<file path="src/rtl/multicycle_ctrl.sv">
// Main control FSM for the multicycle MIPS datapath: sequences fetch, decode,
// execute, memory and writeback over a shared memory port with a bounded
// wait on mem_ready, and traps bad opcodes / memory timeouts in FAULT.
module multicycle_ctrl #(
  parameter int unsigned TIMEOUT = 15
) (
  input  logic       clk,
  input  logic       rst_n,
  input  logic [5:0] opcode,
  input  logic       zero,
  input  logic       mem_ready,
  output logic       pc_en,
  output logic [1:0] pc_src,
  output logic       iord,
  output logic       mem_read,
  output logic       mem_write,
  output logic       ir_write,
  output logic       reg_dst,
  output logic       mem_to_reg,
  output logic       reg_write,
  output logic       alu_src_a,
  output logic [1:0] alu_src_b,
  output logic [1:0] alu_op,
  output logic       fault,
  output logic [3:0] state
);

  typedef enum logic [3:0] {
    StFetch    = 4'd0,
    StDecode   = 4'd1,
    StMemAddr  = 4'd2,
    StMemRead  = 4'd3,
    StMemWb    = 4'd4,
    StMemWrite = 4'd5,
    StExecute  = 4'd6,
    StAluWb    = 4'd7,
    StBranch   = 4'd8,
    StJump     = 4'd9,
    StAddiExec = 4'd10,
    StAddiWb   = 4'd11,
    StFault    = 4'd15
  } state_e;

  localparam logic [5:0] OpRtype = 6'b000000;
  localparam logic [5:0] OpLw    = 6'b100011;
  localparam logic [5:0] OpSw    = 6'b101011;
  localparam logic [5:0] OpBeq   = 6'b000100;
  localparam logic [5:0] OpAddi  = 6'b001000;
  localparam logic [5:0] OpJ     = 6'b000010;

  // Keep at least one counter bit so TIMEOUT=0 (timeout disabled) still elaborates.
  localparam int unsigned CntW = (TIMEOUT > 0) ? $clog2(TIMEOUT + 1) : 1;
  localparam logic [CntW-1:0] CntMax  = CntW'(TIMEOUT);
  localparam logic [CntW-1:0] CntLast = (TIMEOUT > 0) ? CntW'(TIMEOUT - 1) : '0;

  state_e            state_q, state_d;
  logic   [CntW-1:0] cnt_q, cnt_d;
  logic              wait_st;
  logic              expired;

  // State and wait-counter registers.
  always_ff @(posedge clk or negedge rst_n) begin
    if (!rst_n) begin
      state_q <= StFetch;
      cnt_q   <= '0;
    end else begin
      state_q <= state_d;
      cnt_q   <= cnt_d;
    end
  end

  // Next-state logic and saturating wait counter.
  always_comb begin
    state_d = state_q;
    wait_st = (state_q == StFetch) || (state_q == StMemRead) || (state_q == StMemWrite);
    // mem_ready in the same cycle always beats the timeout.
    expired = (TIMEOUT != 0) && !mem_ready && (cnt_q == CntLast);
    unique case (state_q)
      StFetch: begin
        if (mem_ready)    state_d = StDecode;
        else if (expired) state_d = StFault;
      end
      StDecode: begin
        unique case (opcode)
          OpRtype:     state_d = StExecute;
          OpLw, OpSw:  state_d = StMemAddr;
          OpBeq:       state_d = StBranch;
          OpAddi:      state_d = StAddiExec;
          OpJ:         state_d = StJump;
          default:     state_d = StFault;
        endcase
      end
      StMemAddr:  state_d = (opcode == OpLw) ? StMemRead : StMemWrite;
      StMemRead: begin
        if (mem_ready)    state_d = StMemWb;
        else if (expired) state_d = StFault;
      end
      StMemWb:    state_d = StFetch;
      StMemWrite: begin
        if (mem_ready)    state_d = StFetch;
        else if (expired) state_d = StFault;
      end
      StExecute:  state_d = StAluWb;
      StAluWb:    state_d = StFetch;
      StBranch:   state_d = StFetch;
      StJump:     state_d = StFetch;
      StAddiExec: state_d = StAddiWb;
      StAddiWb:   state_d = StFetch;
      StFault:    state_d = StFault;
      default:    state_d = StFault;
    endcase

    if (!wait_st || (state_d != state_q)) begin
      cnt_d = '0;
    end else if (!mem_ready && (cnt_q != CntMax)) begin
      cnt_d = cnt_q + CntW'(1);
    end else begin
      cnt_d = cnt_q;
    end
  end

  // Output decode from the current state; write strobes are blocked during reset.
  always_comb begin
    pc_en      = 1'b0;
    pc_src     = 2'b00;
    iord       = 1'b0;
    mem_read   = 1'b0;
    mem_write  = 1'b0;
    ir_write   = 1'b0;
    reg_dst    = 1'b0;
    mem_to_reg = 1'b0;
    reg_write  = 1'b0;
    alu_src_a  = 1'b0;
    alu_src_b  = 2'b00;
    alu_op     = 2'b00;
    fault      = 1'b0;
    unique case (state_q)
      StFetch: begin
        mem_read  = 1'b1;
        alu_src_b = 2'b01;
        ir_write  = mem_ready;
        pc_en     = mem_ready;
      end
      StDecode:   alu_src_b = 2'b11;
      StMemAddr: begin
        alu_src_a = 1'b1;
        alu_src_b = 2'b10;
      end
      StMemRead: begin
        mem_read = 1'b1;
        iord     = 1'b1;
      end
      StMemWb: begin
        reg_write  = 1'b1;
        mem_to_reg = 1'b1;
      end
      StMemWrite: begin
        mem_write = 1'b1;
        iord      = 1'b1;
      end
      StExecute: begin
        alu_src_a = 1'b1;
        alu_op    = 2'b10;
      end
      StAluWb: begin
        reg_write = 1'b1;
        reg_dst   = 1'b1;
      end
      StBranch: begin
        alu_src_a = 1'b1;
        alu_op    = 2'b01;
        pc_src    = 2'b01;
        pc_en     = zero;
      end
      StJump: begin
        pc_src = 2'b10;
        pc_en  = 1'b1;
      end
      StAddiExec: begin
        alu_src_a = 1'b1;
        alu_src_b = 2'b10;
      end
      StAddiWb:   reg_write = 1'b1;
      StFault:    fault = 1'b1;
      default:    fault = 1'b1;
    endcase

    if (!rst_n) begin
      pc_en     = 1'b0;
      ir_write  = 1'b0;
      reg_write = 1'b0;
      mem_write = 1'b0;
    end
  end

  assign state = state_q;

endmodule

</file>
<file path="config.mk">
export PLATFORM = sky130hd
export DESIGN_NAME = multicycle_ctrl
export DESIGN_NICKNAME = d
export VERILOG_FILES = /design/src/rtl/multicycle_ctrl.sv
export SDC_FILE = /design/constraint.sdc
export NUM_CORES = 1
export LEC_CHECK = 0
export CORE_MARGIN = 2
export CORE_UTILIZATION = 41
export CTS_CLUSTER_DIAMETER = 200
export DETAILED_ROUTE_END_ITERATION = 7
export PLACE_DENSITY = 0.76
export REMOVE_ABC_BUFFERS = 1
export SYNTH_ARGS = -nofsm -noshare
export SYNTH_HDL_FRONTEND = slang
export SYNTH_SLANG_ARGS = --single-unit
</file>
<file path="constraint.sdc">
create_clock -name clk -period 1.58 [get_ports clk]
set_input_delay 0.395 -clock clk [delete_from_list [all_inputs] [get_ports clk]]
set_output_delay 0.395 -clock clk [all_outputs]
set_load 0.02 [all_outputs]
</file>
==> results.toml <==
[drt]
dr.pass1.iters = 5
routedWlPerCell_um = 24.4
ant_nets = 0
totalWireLength_um = 5810
via_per_inst = 6.49
drc = 0
vias = 1544
drt_iter0_markers = 75

[cells_and_area]
antenna_cells = 0
multiInputGateArea_um2 = 876
syn_to_final_growth_pct = 124
fillCellCount = 53
instances_no_fill = 238
fin_nets = 224
drive_gt1_share_pct = 64.8
seq_area_um2 = 205

[run_status]
status = "finished with violations"
violations = "negative setup slack"

[setup_path]
crit_slowest_cell = "dfrtp_2"
cp-end-kind = "output port"
required_ns = 1.18
cp_common_cell = "buf_4"
path_max_fanout = 5
crit_chain = "buf_4 -> xor2_2 -> o22a_1 -> nor2_1 -> buf_4"
critPathArrivalTime_ns = 1.69
cpPeakStageDelay_ns = 0.48
path_class = "reg2out"
startpoint_type = "flip-flop"

[clocking]
clk_latency_ns = 0.27
cts_made_buffers = 3
clkSinkCount = 8
cts_tree = "yes"
cts-root-buf = "clkbuf_4"
cts_max_path_buffers = 2
h-tree-depth = 1
clkTransAtPathRegs_ns = 0.07
hold_buffers = 0

[synthesis]
yosysTopAreaCellShare_pct = 22.0
syn_avg_cell_area_um2 = 7.72
synth_area_um2 = 911
synth-async-reset-ratio_pct = 100
ys_warn_count = 0
ys_seq_elements = 8
ys.flop_type = "dfrtp_1"
yosysSeqAreaShare_pct = 22.0
postSynthCellCount = 118
synth.distinct_cells = 40
synth_edf_count = 0
yosysTopAreaCell = "dfrtp_1"
synth_area_leaders = "dfrtp_1, nor3_1, nor2_1"

[placed_design]
port_buffers = 29
pre_cts_ws_ns = -0.708
place.gp.congestion = 0.853
dp_cells = 206
dpl.hpwl_um = 2280

[global_route]
grtUsageMet3_pct = 2.92
antenna_found_initial = 0
grt_max_degree = 13
grt_pass1_vias = 1266
grt_use_met2_pct = 57.1
grt_pass1_wl_um = 6110
top_usage_layer = "met2"
grt_overflow = 0
grt_util_met1_pct = 36.5
grt_usage_pct = 30.4

[timing]
max_freq_ghz = 0.480
clock-skew-final_ns = 0.0181
fin_ws_ns = -0.504
final_max_slew_viol_count = 0
setup_viol = 27
period_share_pct = 132
final_hold_viol_count = 0
rsz0062_at_grt = "yes"
min_period_ns = 2.08
tns_ns = -7.36
relSlewSlack_pct = 76.0
tightest_slew_ns = 0.357

[worst_hold_path]
hold_class = "in2async"

[job]
maxCapViolations = 0

[die]
rows = 17
coreArea_mm2 = 0.00215
die_w_um = 51.1
io_pins = 30
die_h_um = 51.1
initial_core_util_pct = 42.4
dieArea_mm2 = 0.00261

[power]
power.density_mw_per_mm2 = 2180
ir_worst_vdd_mv = 1.71
p_leak_nw = 0.929
power_mw = 4.45
per-layer routing:
| metal | wire length [µm] | share of wire (%) |
|---|---|---|
| met4 | 454 | 7.8 |
| met3 | 620 | 11 |
| met2 | 2820 | 48 |
| met5 | 0 | 0 |
| met1 | 1920 | 33 |
cell families after synthesis:
family | count (synthesis) | share of synthesized area (%)
DFF | 8 | 22.0
xor gates and xnor gates | 5 | 4.81
and+or+nand+nor | 55 | 35.7
buffers and inverters | 15 | 8.10
AOI/OAI and AO/OA | 32 | 25.6
muxes | 1 | 1.10
adders and majority gates | 2 | 2.75
report_power, final:
group | leakage [nW] | internal (mW) | total, mW | switching (mW)
combinational | 0.816 | 1.97 | 3.84 | 1.87
sequential | 0.0996 | 0.279 | 0.440 | 0.161
clock | 0.0138 | 0.0876 | 0.170 | 0.0827
final timing paths:
kind	from	end	slack [ns]	depth (start not counted)
worst max-delay path	state[1]	reg_write	-0.50	5
worst min-delay path	rst_n	cnt_q[2]	0.35	3
worst max register to register	state[1]	cnt_q[1]	-0.46	6
worst min register to register	cnt_q[0]	cnt_q[0]	0.72	3
max in group asynchronous	rst_n	state[0]	1.07	3
min in group clk	cnt_q[0]	cnt_q[0]	0.72	3
synthesized netlist by cell type (3+ instances only):
cell type / instances
nand2_1: 5
and3_1: 4
a31oi_1: 4
clkbuf_1: 6
dfrtp_1: 8
nand2b_1: 7
nor3_1: 13
nor4b_1: 3
inv_1: 5
nor2_1: 12
a21oi_1: 4
o211ai_1: 3
o21ai_0: 7
xnor2_1: 3
per-stage QoR:
step	util [%]	hold slack (ns)	area, µm²
6_report	95.2	0.346	2040
5_1_grt	95.2	0.342	2040
3_3_place_gp	69.3	0.613	1490
4_1_cts	80.9	0.337	1740
3_5_place_dp	69.3	0.635	1490
2_1_floorplan	-	0.0994	856
registers in the layout, indices dropped and copies added, names as in the netlist:
signal / cells
state: 4
cnt_q: 4
layout by cell type, fill, tap and decap left out, drive strengths merged, types with 2 or more instances in the layout:
| cell | count |
|---|---|
| and3 | 4 |
| nor4b | 3 |
| o211ai | 3 |
| nand2 | 5 |
| inv | 5 |
| clkdlybuf4s50 | 7 |
| nor4 | 2 |
| dlygate4sd2 | 2 |
| nor2 | 12 |
| xor2 | 2 |
| o21ai | 7 |
| dfrtp | 8 |
| a211o | 2 |
| clkbuf | 4 |
| o31ai | 2 |
| ha | 2 |
| nor3 | 13 |
| a221o | 2 |
| nand2b | 7 |
| a31oi | 4 |
| a21oi | 4 |
| xnor2 | 3 |
| buf | 88 |
| and4b | 2 |
worst max-delay path: cells and delay by family (launching register included):
| family | cells | cell delay [ns] |
|---|---|---|
| compound gates | 1 | 0.22 |
| xor+xnor | 1 | 0.20 |
| buf+inv | 2 | 0.36 |
| flops | 1 | 0.48 |
| simple gates | 1 | 0.17 |
final cells by class:
cell class / instances / area share (%)
repair buffers: 99 / 43.4
multi-input cells: 95 / 42.8
flip-flops and latches: 8 / 10.0
well taps: 28 / 1.71
clock buffers: 3 / 1.10
inverters: 5 / 0.918
timing repair:
action	4_1_cts	5_1_grt
pin swaps	7	16
buffers inserted	13	19
endpoints found under the setup margin	28	27
resized for setup	142	52
No activity file was read; power rests on OpenSTA's default activity.
